[config.mk]
export PLATFORM = sky130hd
export DESIGN_NAME = rns_fwd_conv_seq_flat
export DESIGN_NICKNAME = d
export VERILOG_FILES = /design/src/rtl/rns_fwd_conv_seq_if.sv /design/src/rtl/rns_fwd_conv_seq.sv /design/src/flat_wrapper.sv
export SDC_FILE = /design/constraint.sdc
export NUM_CORES = 1
export LEC_CHECK = 0
export BUFFER_PORTS_ARGS = -buffer_cell sky130_fd_sc_hd__buf_4
export CORE_ASPECT_RATIO = 1.1
export CORE_MARGIN = 1
export CORE_UTILIZATION = 56
export DETAILED_ROUTE_END_ITERATION = 7
export MAX_ROUTING_LAYER = met4
export PLACE_DENSITY = 0.88
export SETUP_SLACK_MARGIN = 0.2
export SYNTH_ARGS = -nofsm -noshare
export SYNTH_HDL_FRONTEND = slang
export SYNTH_SLANG_ARGS = --single-unit
[constraint.sdc]
create_clock -name clk -period 2.3 [get_ports clk]
set_input_delay 0.115 -clock clk [delete_from_list [all_inputs] [get_ports clk]]
set_output_delay 0.115 -clock clk [all_outputs]
set_load 0.02 [all_outputs]
[src/rtl/rns_fwd_conv_seq_if.sv]
// Handshake and residue bundle for the serial binary-to-RNS converter.
// The master side is the environment; the slave side is the converter.
interface rns_fwd_conv_seq_if #(
  parameter int N_SIZE = 16
);
  logic              in_valid;
  logic              in_ready;
  logic [N_SIZE-1:0] in_data;
  logic              out_valid;
  logic              out_ready;
  logic [4:0]        r32;
  logic [4:0]        r17;
  logic [3:0]        r13;
  logic [3:0]        r11;
  logic              busy;

  modport master (
    output in_valid, in_data, out_ready,
    input  in_ready, out_valid, r32, r17, r13, r11, busy
  );

  modport slave (
    input  in_valid, in_data, out_ready,
    output in_ready, out_valid, r32, r17, r13, r11, busy
  );
endinterface

[src/rtl/rns_fwd_conv_seq.sv]
// Serial binary-to-RNS forward converter for moduli {32, 17, 13, 11}.
// One MSB-first shifter feeds three lockstep modular accumulators; mod 32 is the low bits.
module rns_fwd_conv_seq #(
  parameter int N_SIZE = 16
) (
  input  logic               clk,
  input  logic               rst,
  rns_fwd_conv_seq_if.slave  bus
);

  localparam int CW = (N_SIZE > 1) ? $clog2(N_SIZE) : 1;

  localparam logic [1:0] IDLE = 2'd0;
  localparam logic [1:0] RUN  = 2'd1;
  localparam logic [1:0] DONE = 2'd2;

  logic [1:0]        state;
  logic [N_SIZE-1:0] shreg;
  logic [CW-1:0]     cnt;
  logic [4:0]        r32_q;
  logic [4:0]        acc17;
  logic [3:0]        acc13;
  logic [3:0]        acc11;
  logic [4:0]        r32_o;
  logic [4:0]        r17_o;
  logic [3:0]        r13_o;
  logic [3:0]        r11_o;

  logic              msb;
  logic              accept;
  logic [4:0]        acc17_nxt;
  logic [3:0]        acc13_nxt;
  logic [3:0]        acc11_nxt;

  // acc < m keeps 2*acc+b below 2m, so a single conditional subtract is enough.
  function automatic logic [4:0] step17(input logic [4:0] acc, input logic b);
    logic [5:0] t;
    t = {acc, b};
    step17 = (t >= 6'd17) ? 5'(t - 6'd17) : t[4:0];
  endfunction

  function automatic logic [3:0] step13(input logic [3:0] acc, input logic b);
    logic [4:0] t;
    t = {acc, b};
    step13 = (t >= 5'd13) ? 4'(t - 5'd13) : t[3:0];
  endfunction

  function automatic logic [3:0] step11(input logic [3:0] acc, input logic b);
    logic [4:0] t;
    t = {acc, b};
    step11 = (t >= 5'd11) ? 4'(t - 5'd11) : t[3:0];
  endfunction

  assign msb       = shreg[N_SIZE-1];
  assign acc17_nxt = step17(acc17, msb);
  assign acc13_nxt = step13(acc13, msb);
  assign acc11_nxt = step11(acc11, msb);

  assign bus.in_ready  = ~rst & ((state == IDLE) | ((state == DONE) & bus.out_ready));
  assign accept        = bus.in_valid & bus.in_ready;
  assign bus.out_valid = (state == DONE);
  assign bus.busy      = (state != IDLE);
  assign bus.r32       = r32_o;
  assign bus.r17       = r17_o;
  assign bus.r13       = r13_o;
  assign bus.r11       = r11_o;

  // An accept is only possible in IDLE or in DONE with out_ready, so it takes priority.
  always_ff @(posedge clk or posedge rst) begin
    if (rst) begin
      state <= IDLE;
      shreg <= '0;
      cnt   <= '0;
      r32_q <= '0;
      acc17 <= '0;
      acc13 <= '0;
      acc11 <= '0;
      r32_o <= '0;
      r17_o <= '0;
      r13_o <= '0;
      r11_o <= '0;
    end else if (accept) begin
      state <= RUN;
      shreg <= bus.in_data;
      r32_q <= bus.in_data[4:0];
      cnt   <= CW'(N_SIZE - 1);
      acc17 <= '0;
      acc13 <= '0;
      acc11 <= '0;
    end else begin
      case (state)
        RUN: begin
          acc17 <= acc17_nxt;
          acc13 <= acc13_nxt;
          acc11 <= acc11_nxt;
          shreg <= {shreg[N_SIZE-2:0], 1'b0};
          cnt   <= cnt - 1'b1;
          if (cnt == '0) begin
            r32_o <= r32_q;
            r17_o <= acc17_nxt;
            r13_o <= acc13_nxt;
            r11_o <= acc11_nxt;
            state <= DONE;
          end
        end
        DONE: begin
          if (bus.out_ready) begin
            state <= IDLE;
          end
        end
        IDLE: begin
          state <= IDLE;
        end
        default: begin
          state <= IDLE;
        end
      endcase
    end
  end

endmodule

[src/flat_wrapper.sv]
// flat-port wrapper written by rule: the top's interface ports become plain ports
module rns_fwd_conv_seq_flat 
#(
  parameter int N_SIZE = 16
)
  (clk, rst, bus_in_valid, bus_in_data, bus_out_ready, bus_in_ready, bus_out_valid, bus_r32, bus_r17, bus_r13, bus_r11, bus_busy);
  rns_fwd_conv_seq_if #(.N_SIZE(N_SIZE)) bus_i ();
  input  logic clk;
  input  logic rst;
  input wire logic [$bits(bus_i.in_valid)-1:0] bus_in_valid;
  input wire logic [$bits(bus_i.in_data)-1:0] bus_in_data;
  input wire logic [$bits(bus_i.out_ready)-1:0] bus_out_ready;
  output wire logic [$bits(bus_i.in_ready)-1:0] bus_in_ready;
  output wire logic [$bits(bus_i.out_valid)-1:0] bus_out_valid;
  output wire logic [$bits(bus_i.r32)-1:0] bus_r32;
  output wire logic [$bits(bus_i.r17)-1:0] bus_r17;
  output wire logic [$bits(bus_i.r13)-1:0] bus_r13;
  output wire logic [$bits(bus_i.r11)-1:0] bus_r11;
  output wire logic [$bits(bus_i.busy)-1:0] bus_busy;
  assign bus_i.in_valid = bus_in_valid;
  assign bus_i.in_data = bus_in_data;
  assign bus_i.out_ready = bus_out_ready;
  assign bus_in_ready = bus_i.in_ready;
  assign bus_out_valid = bus_i.out_valid;
  assign bus_r32 = bus_i.r32;
  assign bus_r17 = bus_i.r17;
  assign bus_r13 = bus_i.r13;
  assign bus_r11 = bus_i.r11;
  assign bus_busy = bus_i.busy;
  rns_fwd_conv_seq #(.N_SIZE(N_SIZE)) u_core (.clk(clk), .rst(rst), .bus(bus_i));
endmodule
==> results of run 1 <==
[final timing paths]
check | from | end
worst max-delay path | u_core.acc17[0] | u_core.bus.r17[1]
worst min-delay path | bus_in_data[13] | u_core.shreg[13]
worst max register to register | u_core.acc17[0] | u_core.bus.r17[1]
worst min register to register | u_core.shreg[13] | u_core.shreg[13]
max in group asynchronous | rst | u_core.bus.r32[0]
min in group asynchronous | rst | u_core.shreg[10]
[cell usage in the layout, fill, tap and decap left out, types with 2 or more instances in the layout]
master	synthesis	routed
o21ai_0	34	34
nor3_1	5	5
a21o_1	2	2
clkbuf_1	6	3
xnor2_1	3	3
nor3b_1	4	4
nand3_1	2	2
dlygate4sd3_1	0	10
o21a_1	2	2
a22o_1	2	2
mux2i_1	4	4
clkbuf_8	0	11
buf_4	1	49
a31oi_1	2	2
a21oi_1	5	5
nand2_1	64	64
o21ai_1	3	3
ha_1	6	6
a211oi_1	2	2
nand2b_1	2	2
nor2_1	5	5
o22ai_1	10	10
mux2_2	3	3
o31ai_1	3	3
dfrtp_1	58	58
o211ai_1	2	2
nor2b_1	2	2
inv_1	14	13
a22oi_1	12	12
[final cells by class]
class                           count  area share [%]
Multi-Input combinational cell    191            33.2
Sequential cell                    58            43.3
Clock buffer                       14            4.85
Clock inverter                      2            1.05
Timing Repair Buffer               59            14.0
Inverter                           14            1.57
Tap cell                           56            2.09
[state kept, by name (all words and copies together), names as in the netlist, 5 cells and up]
| name | count |
|---|---|
| u_core.acc17 | 5 |
| u_core.shreg | 16 |
| u_core.r32_q | 5 |
| u_core.bus.r32 | 5 |
| u_core.bus.r17 | 5 |
[cell families (layout without fill, tap and decap cells)]
family | after synthesis | after routing | share of synthesized area [%]
flip-flops | 58 | 58 | 54.1
multiplexers | 8 | 8 | 3.17
adder cells (fa/ha/maj) | 6 | 6 | 2.80
AO/OA/AOI/OAI | 84 | 84 | 19.3
AND/OR/NAND/NOR | 89 | 89 | 14.8
XOR/XNOR | 4 | 4 | 1.31
buffers and inverters | 29 | 89 | 4.52
[synthesized netlist by cell type, types with 3 or more instances]
library cell	number
ha_1	6
clkbuf_1	6
o21ai_0	34
nor2_1	5
a21oi_1	5
mux2_2	3
xnor2_1	3
mux2i_1	4
inv_1	14
o21ai_1	3
nor3_1	5
nor3b_1	4
nand2_1	64
o22ai_1	10
dfrtp_1	58
o31ai_1	3
a22oi_1	12
buf_2	7
[per-stage QoR]
step                total power [mW]  setup WS [ns]  utilization [%]
floorplan                       3.12          0.309                -
global placement                3.62          0.694             66.1
detailed placement              3.73          0.570             66.1
CTS                             4.69          0.562             72.5
global route                    5.03          0.412             72.5
finish                          4.69          0.582             72.5
[layer usage]
layer  share of wire (%)  track usage [%]
met5                   0                -
met3                 5.2             5.21
met1                  42             31.2
met2                  51             42.3
met4                 1.7             16.4
[report_power, final]
part | switching [mW] | total (mW) | leakage, nW | internal, mW
logic | 1.12 | 1.96 | 0.784 | 0.839
registers | 0.349 | 1.80 | 0.740 | 1.45
clock network | 0.376 | 0.935 | 0.101 | 0.559
[worst min-delay path, delay by kind of cell]
family,cells,cell delay (ns)
AOI/OAI and AO/OA,1,0.07
buffers and inverters,1,0.08
and+or+nand+nor,1,0.06
==> results.yml, run 1 <==
floorplan:
  initial_core_util_pct: 58.1
  dieArea_sq_um: 5070
  num_io_pins: 41
  die-height_um: 74.6
  row_count: 26
  core_sq_um: 4620
  die_x_um: 68.0
timing:
  finalCritPeriodShare_pct: 74.7
  max_freq_mhz: 582
  finalHoldViolCount: 0
  setup-tns-final_ns: 0
  worst_pin_slew_ns: 0.561
  whs_ns: 0.0113
  min_period_ns: 1.72
  setup_viol: 0
  finalClockSkew_ns: 0.00883
  slew_viol_final: 0
  rsz0062_at_grt: "no"
  maxSlewHeadroom_pct: 62.6
placement:
  placed_area_sq_um: 3050
  dp_hpwl_um: 3810
  io_buffers: 40
  place.gp.congestion: 0.841
  dp_cells: 368
global_route:
  grt_usage_pct: 26.8
  grt_overflow: 0
  grt_pass1_vias: 2185
  grt_pass1_wl_um: 9490
  grt_max_degree: 36
  antenna_found_initial: 0
final_layout:
  diodes: 0
  layout.nets: 359
  final_layout_size_suffix_gt1_share_pct: 20.1
  ff_latch_area_sq_um: 1450
  nFillCells: 335
  area_delta_synth_final_pct: 24.8
  stdcell_area_sq_um: 3350
  layoutNonFillerInstCount: 394
  multiInputGateArea_sq_um: 1110
detailed_routing:
  post_drt_wl_per_cell_um: 14.8
  first_iter_violations: 165
  first_pass_iters: 4
  num_vias: 2207
  drc: 0
  drt-total-wl_um: 5850
  routed_via_density: 5.60
  postRouteAntennaNets: 0
cts:
  h-tree-depth: 3
  hold_buffers: 10
  post-cts-setup-buffers: 0
  cts_buffers: 9
  cts_buffer_depth: 2
  post_cts_resized: 0
  cts_sinks: 58
  cts_tree: "done"
  insertion_delay_ns: 0.34
  clockRootBuffer: "clkbuf_8"
  clkTransAtPathRegs_ns: 0.06
yosys:
  synth.yosys.seq_area_share_pct: 54.1
  synth-seq-cells: 58
  synthTopCellsByArea: "dfrtp_1, nand2_1, o21ai_0"
  synth.distinct_cells: 41
  yosysWarningCount: 0
  synth-main-ff-cell: "dfrtp_1"
  syn_area_per_cell_sq_um: 9.65
  async_flop_share_pct: 100
  synth_cells: 278
  syn_area_sq_um: 2680
  synth_nets: 304
  synth_area_leader_cell: "dfrtp_1"
  synth_enable_flop_cells: 0
  netlist.area_leader.share_pct: 54.1
setup_path:
  path_max_fanout: 3
  crit_family: "flip-flops"
  cp.depth: 6
  rrSetupSlack_ns: 0.58
  required_ns: 2.55
  cp_cell_sequence: "inv_1, ha_1, nor3b_1, a21o_1, mux2_2, o21ai_0"
  crit_arrival_ns: 1.97
  startpoint_type: "flop"
  slowest_stage: "dfrtp_1"
  slowest_delay_ns: 0.40
  ff2ff_path_depth: 6
  critPathKind: "flop to flop"
  path_buf_inv: 1
  crit_path_end_kind: "flop"
hold_path:
  hold_class: "input port to flop"
  min_path_cells: 3
power:
  p_per_area_nw_per_um2: 1400
  ir_drop_v: 0.000851
  leakage_nw: 1.62
flow_run:
  max-cap-violations: 0
status:
  status: "finished, final reports clean"
No activity file was read; power rests on OpenSTA's default activity.
==> inputs of run 2 (changes only) <==
==> constraint.sdc (replaced) <==
create_clock -name clk -period 1.8 [get_ports clk]
set_input_delay 0.09 -clock clk [delete_from_list [all_inputs] [get_ports clk]]
set_output_delay 0.09 -clock clk [all_outputs]
set_load 0.02 [all_outputs]
==> results.yml, run 2 (synthesized netlist as in run 1, its figures left out) <==
setup_path:
  crit_path_end_kind: "flop"
  path_max_fanout: 11
  crit_arrival_ns: 1.89
  required_ns: 2.05
  slowest_delay_ns: 0.43
  critPathMostFrequentCell: "buf_4"
  startpoint_type: "flop"
  slowest_stage: "dfrtp_1"
  critPathKind: "flop to flop"
  cp_cell_sequence: "and2b_1, nor4_4, buf_4, buf_4, o21ai_1, o21ai_0"
flow_run:
  max-cap-violations: 0
timing:
  rsz0062_at_grt: "yes"
  setup_viol: 0
  setup-tns-final_ns: 0
  worst_pin_slew_ns: 0.436
  finalHoldViolCount: 0
  min_period_ns: 1.64
  finalCritPeriodShare_pct: 91.1
  max_freq_mhz: 610
  slew_viol_final: 0
  whs_ns: 0.0405
  maxSlewHeadroom_pct: 70.9
  finalClockSkew_ns: 0.00678
detailed_routing:
  first_iter_violations: 213
  drt-total-wl_um: 7310
  num_vias: 2449
  drc: 0
  postRouteAntennaNets: 0
  first_pass_iters: 4
  post_drt_wl_per_cell_um: 17.7
  routed_via_density: 5.93
floorplan:
  row_count: 26
  num_io_pins: 41
  core_sq_um: 4620
  initial_core_util_pct: 58.1
  dieArea_sq_um: 5070
  die_x_um: 68.0
  die-height_um: 74.6
hold_path:
  hold_class: "input port to flop"
power:
  ir_drop_v: 0.000996
  p_total_mw: 6.81
  p_per_area_nw_per_um2: 1820
  leakage_nw: 1.79
final_layout:
  area_delta_synth_final_pct: 39.7
  mostFrequentLayoutCell: "nand2_1"
  final_layout_size_suffix_gt1_share_pct: 28.3
  diodes: 0
  post-route-util_pct: 81.2
  regMostFlops: "u_core.shreg"
  layout.nets: 378
  largest_register_ffs: 16
  mostFrequentLayoutCells: "nand2_1, dfrtp_1, buf_4"
  layoutNonFillerInstCount: 413
status:
  status: "finished, final reports clean"
placement:
  io_buffers: 40
  dp_hpwl_um: 3820
  place.gp.congestion: 0.841
  dp_cells: 370
global_route:
  grt_overflow: 0
  antenna_found_initial: 0
  grt_pass1_wl_um: 10500
  grt_max_degree: 30
  grt_usage_pct: 30.2
  grt_pass1_vias: 2282
cts:
  h-tree-depth: 3
  insertion_delay_ns: 0.34
  clkTransAtPathRegs_ns: 0.07
  cts_tree: "done"
  cts_sinks: 58
  clockRootBuffer: "clkbuf_8"
  cts_buffers: 9
  cts_buffer_depth: 2
-- run 2: changes by cell type in the layout (fill, tap and decap cells not counted), moves of 3 or more --
cell,before,now
o21ai_0,34,31
buf_6,0,3
dlygate4sd3_1,10,18
ha_1,6,2
o21ai_1,3,6
inv_2,1,4
buf_12,0,3
buf_4,49,52
ha_4,0,3
inv_1,13,9
-- run 2: area by class of cell --
cell class	instances	area (sq um)
Clock inverter	5	77.6
Clock buffer	11	141
Timing Repair Buffer	78	714
Tap cell	56	70.1
Inverter	14	55.1
Sequential cell	58	1450
Multi-Input combinational cell	191	1240
Fill cell	270	870
-- run 2: what timing repair did --
action / CTS / global route
gates cloned: 0 / 2
hold endpoints to repair: 39 / 0
resized for setup: 9 / 24
pin swaps: 1 / 3
setup endpoints to repair: 9 / 17
hold buffers: 18 / 0
setup buffers: 2 / 5
-- run 2: where the power goes --
part | leakage (nW) | switching (mW) | internal (mW)
logic | 0.944 | 1.68 | 1.40
registers | 0.737 | 0.527 | 1.86
clock network | 0.109 | 0.527 | 0.812
total | 1.79 | 2.74 | 4.07
-- run 2: through the flow --
step	setup WS (ns)	cell area [sq um]
after floorplan	0.110	2720
after global placement	0.208	3120
after detailed placement	0.0983	3120
after CTS	0.185	3560
after global routing	0.0908	3750
final	0.160	3750
-- run 2: path summary, 6_finish.rpt --
check,start,end,slack (ns),depth (start not counted)
worst max-delay path,u_core.state[1],u_core.cnt[1],0.16,6
worst min-delay path,bus_in_valid,u_core.cnt[2],0.04,3
worst max register to register,u_core.state[1],u_core.cnt[1],0.16,6
worst min register to register,u_core.bus.r17[0],u_core.bus.r17[0],0.48,2
max in group asynchronous,rst,u_core.shreg[15],0.87,4
min in group asynchronous,rst,u_core.bus.r11[2],0.36,3
-- run 2: metal layers --
metal / vias to the layer above / share of wire, % / global-route usage, %
met1: 1187 / 39 / 34.0
li1: 1127 / - / -
met4: 0 / 2.9 / 13.0
met2: 109 / 53 / 50.4
met3: 26 / 4.6 / 7.36
met5: - / 0 / -
-- run 2: critical path: cells and delay by family (launching register included) --
kind | cells | cell delay, ns
flip-flops | 1 | 0.43
buffers and inverters | 2 | 0.40
AND/OR/NAND/NOR | 2 | 0.53
AO/OA/AOI/OAI | 2 | 0.19
